## config.mk

```make
export PLATFORM = sky130hd
export DESIGN_NAME = lap_time_bcd_flat
export DESIGN_NICKNAME = d
export VERILOG_FILES = /design/src/rtl/lap_time_bcd_if.sv /design/src/rtl/lap_time_bcd.sv /design/src/flat_wrapper.sv
export SDC_FILE = /design/constraint.sdc
export NUM_CORES = 1
export LEC_CHECK = 0
export ABC_AREA = 1
export BUFFER_PORTS_ARGS = -buffer_cell sky130_fd_sc_hd__buf_2
export CORE_UTILIZATION = 50
export CTS_CLUSTER_SIZE = 25
export DETAILED_ROUTE_END_ITERATION = 10
export PLACE_DENSITY = 0.74
export RECOVER_POWER = 50
export SETUP_SLACK_MARGIN = 0.5
export SLEW_MARGIN = 20
export SYNTH_ARGS = -nofsm -noshare
export SYNTH_HDL_FRONTEND = slang
export SYNTH_SLANG_ARGS = --single-unit
```

## constraint.sdc

```tcl
create_clock -name pclk -period 1.3 [get_ports pclk]
set_input_delay 0.13 -clock pclk [delete_from_list [all_inputs] [get_ports pclk]]
set_output_delay 0.13 -clock pclk [all_outputs]
set_load 0.1 [all_outputs]
```

## src/rtl/lap_time_bcd_if.sv

```systemverilog
// lap_time_bcd_if: request/time inputs and BCD result outputs of one lap-time converter
//   master : timing chain / lap_timer side (drives vblnk, refresh, time_in; reads results)
//   slave  : converter side (reads requests and time_in; drives digits, valid, updated, busy)
//   vblnk   : vertical blank, rising edge requests a sample
//   refresh : single-cycle forced sample request
//   time_in : binary lap time, units of 10 ms
//   digits  : BCD result, [3:0] = hundredths
//   valid   : at least one conversion committed since reset
//   updated : one-cycle pulse when digits takes a new value
//   busy    : conversion in flight
interface lap_time_bcd_if #(
    parameter int WIDTH  = 16,
    parameter int DIGITS = 5
);
    logic                  vblnk;
    logic                  refresh;
    logic [WIDTH-1:0]      time_in;
    logic [4*DIGITS-1:0]   digits;
    logic                  valid;
    logic                  updated;
    logic                  busy;
    modport master (output vblnk, refresh, time_in, input digits, valid, updated, busy);
    modport slave  (input vblnk, refresh, time_in, output digits, valid, updated, busy);
endinterface

```

## src/rtl/lap_time_bcd.sv

```systemverilog
// lap_time_bcd: samples a binary lap time once per frame and converts it to BCD by double dabble
//   pclk : pixel clock, all state on rising edge
//   rst  : asynchronous active-low reset
//   bus  : lap_time_bcd_if slave (requests, time_in, digits/valid/updated/busy)
// digits only changes in the COMMIT cycle, so the char ROMs never see intermediate shift values.
module lap_time_bcd #(
    parameter int WIDTH  = 16,
    parameter int DIGITS = 5
) (
    input logic            pclk,
    input logic            rst,
    lap_time_bcd_if.slave  bus
);
    localparam int CW = $clog2(WIDTH);
    typedef enum logic [1:0] {IDLE, LOAD, SHIFT, COMMIT} state_t;
    state_t                state_q, state_d;
    logic                  vblnk_q, pending_q, pending_d;
    logic                  valid_q, valid_d, updated_q, updated_d;
    logic [WIDTH-1:0]      shreg_q, shreg_d;
    logic [4*DIGITS-1:0]   bcd_q, bcd_d, adj, digits_q, digits_d;
    logic [CW-1:0]         cnt_q, cnt_d;
    logic                  req;
    assign req         = (bus.vblnk & ~vblnk_q) | bus.refresh;
    assign bus.digits  = digits_q;
    assign bus.valid   = valid_q;
    assign bus.updated = updated_q;
    assign bus.busy    = state_q != IDLE;
    always_comb begin
        state_d   = state_q;
        // requests arriving mid-conversion collapse into a single pending slot
        pending_d = pending_q | (req && state_q != IDLE);
        shreg_d   = shreg_q;
        bcd_d     = bcd_q;
        cnt_d     = cnt_q;
        digits_d  = digits_q;
        valid_d   = valid_q;
        updated_d = 1'b0;
        for (int i = 0; i < DIGITS; i++)
            adj[4*i +: 4] = bcd_q[4*i +: 4] >= 4'd5 ? bcd_q[4*i +: 4] + 4'd3 : bcd_q[4*i +: 4];
        unique case (state_q)
            IDLE:   state_d = req ? LOAD : IDLE;
            LOAD: begin
                shreg_d = bus.time_in;
                bcd_d   = '0;
                cnt_d   = '0;
                state_d = SHIFT;
            end
            SHIFT: begin
                {bcd_d, shreg_d} = {adj[4*DIGITS-2:0], shreg_q, 1'b0};
                cnt_d   = cnt_q + 1'b1;
                state_d = cnt_q == CW'(WIDTH - 1) ? COMMIT : SHIFT;
            end
            COMMIT: begin
                digits_d  = bcd_q;
                valid_d   = 1'b1;
                updated_d = 1'b1;
                // a request landing in COMMIT itself is served by this same LOAD
                state_d   = (pending_q | req) ? LOAD : IDLE;
                pending_d = 1'b0;
            end
            default: state_d = IDLE;
        endcase
    end
    always_ff @(posedge pclk or negedge rst) begin
        if (!rst) begin
            state_q   <= IDLE;
            vblnk_q   <= 1'b0;
            pending_q <= 1'b0;
            shreg_q   <= '0;
            bcd_q     <= '0;
            cnt_q     <= '0;
            digits_q  <= '0;
            valid_q   <= 1'b0;
            updated_q <= 1'b0;
        end else begin
            state_q   <= state_d;
            vblnk_q   <= bus.vblnk;
            pending_q <= pending_d;
            shreg_q   <= shreg_d;
            bcd_q     <= bcd_d;
            cnt_q     <= cnt_d;
            digits_q  <= digits_d;
            valid_q   <= valid_d;
            updated_q <= updated_d;
        end
    end
endmodule
```

## src/flat_wrapper.sv

```systemverilog
// flat-port wrapper written by rule: the top's interface ports become plain ports
module lap_time_bcd_flat 
#(
    parameter int WIDTH  = 16,
    parameter int DIGITS = 5
)
  (pclk, rst, bus_vblnk, bus_refresh, bus_time_in, bus_digits, bus_valid, bus_updated, bus_busy);
  lap_time_bcd_if #(.WIDTH(WIDTH), .DIGITS(DIGITS)) bus_i ();
  input logic pclk;
  input logic rst;
  input wire logic [$bits(bus_i.vblnk)-1:0] bus_vblnk;
  input wire logic [$bits(bus_i.refresh)-1:0] bus_refresh;
  input wire logic [$bits(bus_i.time_in)-1:0] bus_time_in;
  output wire logic [$bits(bus_i.digits)-1:0] bus_digits;
  output wire logic [$bits(bus_i.valid)-1:0] bus_valid;
  output wire logic [$bits(bus_i.updated)-1:0] bus_updated;
  output wire logic [$bits(bus_i.busy)-1:0] bus_busy;
  assign bus_i.vblnk = bus_vblnk;
  assign bus_i.refresh = bus_refresh;
  assign bus_i.time_in = bus_time_in;
  assign bus_digits = bus_i.digits;
  assign bus_valid = bus_i.valid;
  assign bus_updated = bus_i.updated;
  assign bus_busy = bus_i.busy;
  lap_time_bcd #(.WIDTH(WIDTH), .DIGITS(DIGITS)) u_core (.pclk(pclk), .rst(rst), .bus(bus_i));
endmodule
```

# After elaboration in Yosys (flattened, before gate mapping)
# Index checks and enable logic that the tools add are counted.
# totals
inputBits	20
rom_bits	0
n_memories	0
output_inout_bits	23
elab_cells	47
latch_bits	0
ram_bits	0
ff_bits	66
# op_classes
shift	0
n_addsub	6
muxes	14
div	0
n_bitwise	5
eq_ne	4
mul	0
n_lt_le_gt_ge	5
n_reduce_logical	4
# op_table
cell	n
$pmux W20 S2	1
$pmux W16 S2	1
$ge A4 B3 Y1 const B	5
$add A4 B2 Y4 const B	4
$mux W4	4
$pmux W2 S4	1
$pmux W4 S2	1
$mux W1	5
$add A4 B1 Y4 const B	1
$eq A2 B2 Y1 const B	2
$eq A4 B4 Y1 const B	1
$reduce_bool A2 Y1	2
$add A3 B2 Y3 const B	1
$mux W3	1
$or A1 B1 Y1	3
$eq A2 B1 Y1 const B	1
$logic_not A2 Y1	1
$and A1 B1 Y1	1
$logic_and A1 B1 Y1	1
$not A1 Y1	1

# Depth between registers and ports, before layout
# depth
ltp_word	6
mapped_depth	8
mapped_depth_nobuf	8

# Worst setup path after synthesis
# Ideal clock, no wire load.
# synth_timing
kind	reg-to-reg
startpoint	register u_core.state_q[0]
endpoint	register u_core.state_q[0]
required_ns	1.222
synth_period_minus_slack_ns	1.501
stages_incl_launch_ff	6
setup_ns	0.078
path_buffers	0
t_arrival_ns	1.424
path_slack_ns	-0.201
cell_sequence	dfrtp_1 -> inv_1 -> ha_1 -> inv_1 -> nor2_1 -> a21oi_1
# synth_between
elab_chain_len	2
elab_cells_between_ends	5
cone_classes	eq/ne: 3; mux: 1; reduce/logical: 1
# synth_rtl
item	line_no	source
start, declared	lap_time_bcd.sv:16	state_t state_q, state_d;
start signal, assigned	lap_time_bcd.sv:76	state_q <= state_d;
$eq A2 B2 Y1, or another cell as far along	lap_time_bcd.sv:40	unique case (state_q)
$pmux W2 S4 (*)	lap_time_bcd.sv:40	
via u_core.state_d[0]	lap_time_bcd.sv:16	
# The timed path passes the listed nets; every way through them passes the cells marked *.
# A chain may end at the register's enable or synchronous reset.

# Final worst setup path
# layout_timing
startpoint	register u_core.state_q[1]
endpoint	register u_core.bcd_q[16]
# layout_between
elab_chain_len	2
elab_cells_between_ends	4
cone_classes	eq/ne: 2; mux: 1; reduce/logical: 1
# layout_rtl
item	line_no	source
$eq A2 B2 Y1 / $eq A2 B1 Y1 (equally long branches)	lap_time_bcd.sv:40	
$pmux W20 S2 / $reduce_bool A2 Y1 (equally long branches)	-	
end signal, assigned	lap_time_bcd.sv:70	bcd_q <= '0;
end signal, assigned	lap_time_bcd.sv:80	bcd_q <= bcd_d;
end, declared	lap_time_bcd.sv:20	logic [4*DIGITS-1:0] bcd_q, bcd_d, adj, digits_q, digits_d;
# Parallel ways exist; a longest one is shown, timed or not.

==> summary.md <==
| Metric | Value |
|---|---|
| Row count | 28 |
| Synth top area cells | dfrtp_1, nand2_1, ha_1, nand3_1, inv_1 |
| DIE HEIGHT | ~80 um |
| Pleak | roughly 2.4 nW |
| Max Fclk | 725 MHz |
| Drt first pass iters | 5 |
| DRC errors left | 0 |
| Die Footprint | 6640 um2 |
| Remaining antenna violation count | 0 |
| CP endpoint kind | flip-flop |
| Slew HR | 0.450 |
| Dpl hpwl | between 4000 and 5000 um |
| TritonCTS buffer count | 9 |
| PD cells | 2040 nW/um2 |
| Gpl congestion | roughly 0.91 |
| CP Class | reg2reg |
| Vias/cell | roughly 5.5 |
| Routed vias | 2969 |
| Failing checks | negative setup slack |
| Post-synthesis sequential area ratio | 0.523 |
| Worst-margin pin slew | ~800 ps |
| Synthesized Nets | between 400 and 500 |
| Die X | about 80 um |
| Total GRT Usage | 0.251 |
| Asr flop ratio synth | 1.00 |
| Synthesized flop and latch total | 66 |
| Final Cycle Share | 1.06 |
| Clock latency at the later pin of the worst-skew pair | roughly 340 ps |
| CP max FO | 10 |
| Avg WL per Cell | roughly 16 um |
| Post-synth top area share | 0.523 |
| CTS tree | built |
| Syn avg cell area | roughly 8.5 um2 |
| Status | finished, violations left |
| Setup crit start kind | flip-flop |
| Final hold vios | 0 |
| Layout cells sized above 1 | 0.437 |
| Pins Over Slew Limit | 0 |
| WL met2 | 4460 um |
| # clock sinks | 66 |
| Minimum clock period | around 1400 ps |
| Cells after Synth | 370 |
| Worst min path class | in2reg |
| Netlist Area Pre-Place | 3160 um2 |
| Antenna diode count | 0 |
| Setup violations, final | 35 |
| Skew final | roughly 8.2 ps |
| Final instance area | ~5000 um2 |
| Number of synthesized flops with an enable pin | 0 |
| Initial antenna violation count | 0 |
| Core area | between 6000 and 7000 um2 |
| RSZ-0062 raised after global routing | yes |
| First-pass GRT wire length | ~12000 um |
| Fin nets | about 500 |
| PortBufs | between 40 and 50 |
| Clock Root Buffer | clkbuf_8 |
| Final WS setup | -78.9 ps |
| DR WL met3 | 413 um |
| Worst Path Arrival | 1600 ps |
| Wl on met1 | ~3400 um |
| Cell with the most instances after synthesis | nand2_1 |
| Most used DFF post-synth | dfrtp_1 |
| Vias in the first global route | between 2k and 3k |
| Synth unique cells | 26 |
| Initial DRC Count | 254 |
| Post-DP Area | 3760 um2 |
| Synth area leader | dfrtp_1 |
| Clk slew on worst S/H paths | 70 ps |
| Ports | 43 |
| Most instantiated cells after synthesis | nand2_1, dfrtp_1, inv_1, nand3_1, o21ai_1 |
| Max-cap viol count | 0 |
| Critical Path RT | 1520 ps |
| Area growth from synthesis to layout | 54.0% |
| Synthesis Warnings | 0 |
| Top layer in use | met4 |
| CTS max path bufs | 2 |
| Routed WL | between 8000 and 9000 um |
| Starting Density | 0.525 |
| Tot Pwr | roughly 0.01 W |
| Max VDD drop | 0.00160 V |
| Pre-CTS setup slack | -74.7 ps |
| CTS H-tree lvls | 3 |
| Largest net degree at the start of global routing | 67 |
| Grt ovf | 0 |
==> layout make-up <==
class / instances / area, um2
clock buffer: 14 / 173
clock inverter: 2 / 10.0
fill: 360 / 1160
inverter: 35 / 166
multi-input combinational: 258 / 1620
sequential: 66 / 1680
tap: 75 / 93.8
timing repair buffer: 94 / 1130
==> through the flow <==
step           utilization  hold WS, ps  TNS (ps)  std cells
2_1_floorplan            -         -166      -854        370
3_3_place_gp         0.624          177     -16.8        497
3_5_place_dp         0.624          175      -740        497
4_1_cts              0.756         1.59     -20.7        531
5_1_grt              0.808         8.49     -2940        544
6_report             0.808         1.65     -1060        544
==> registers in the layout, summed over array words and instances (netlist names) <==
signal	flops
u_core.bcd_q	20
u_core.cnt_q	4
u_core.bus.updated	1
u_core.shreg_q	16
u_core.state_q	2
u_core.vblnk_q	1
u_core.bus.valid	1
u_core.pending_q	1
u_core.bus.digits	20
==> report_power, final <==
part           switching [W]  leakage, nW  internal [W]
registers           0.000298        0.843       0.00251
logic                0.00315         1.45       0.00239
clock network       0.000747       0.0965      0.000844
==> routing by layer <==
layer / GRT usage / vias up
met5: 0 / -
met4: 0.129 / 0
met3: 0.0511 / 23
met2: 0.436 / 111
met1: 0.293 / 1454
li1: - / 1381
==> kinds of logic after synthesis <==
| family | count (synthesis) | synth area share |
|---|---|---|
| fa+ha+maj | 14 | 0.0554 |
| flops | 66 | 0.523 |
| simple gates | 200 | 0.272 |
| compound gates | 44 | 0.0843 |
| buf+inv | 46 | 0.0657 |
==> placed cells by master (no fill, tap or decap), types with 10 or more instances in the layout <==
cell | Yosys | final
nand3_2 | 0 | 14
nand2_2 | 11 | 27
dfrtp_2 | 0 | 22
buf_2 | 5 | 19
buf_12 | 0 | 28
nand2_1 | 132 | 105
nand3_1 | 32 | 13
inv_1 | 32 | 22
dfrtp_1 | 66 | 44
nand2_4 | 0 | 11
buf_4 | 3 | 29
nand4_1 | 10 | 10
clkbuf_8 | 0 | 12
o21ai_1 | 19 | 19
==> worst paths after layout <==
check | cells past startpoint | endpoint | from | slack, ps
max | 5 | u_core.bcd_q[16] | u_core.state_q[1] | -80
min reg2reg | 2 | u_core.shreg_q[2] | u_core.shreg_q[1] | 490
min in group asynchronous | 3 | u_core.vblnk_q | rst | 500
min | 3 | u_core.shreg_q[9] | bus_time_in[9] | 2
max reg2reg | 5 | u_core.bcd_q[16] | u_core.state_q[1] | -80
max in group asynchronous | 3 | u_core.bus.digits[13] | rst | 190
==> timing repair <==
item / 4_1_cts / 5_1_grt
gates resized for setup: 126 / 41
cloned: 1 / 5
hold endpoints to repair: 73 / 1
pin swaps: 15 / 13
setup endpoints to repair: 88 / 88
hold buffers: 8 / 1
buffers inserted: 9 / 7
==> worst max-delay path, stage by stage (launching register included) <==
cell and delay (ps):
dfrtp_1 380, inv_2 60, ha_4 340, buf_4 230, nor2_1 80, o21bai_1 160
(Power assumes the default switching activity.)
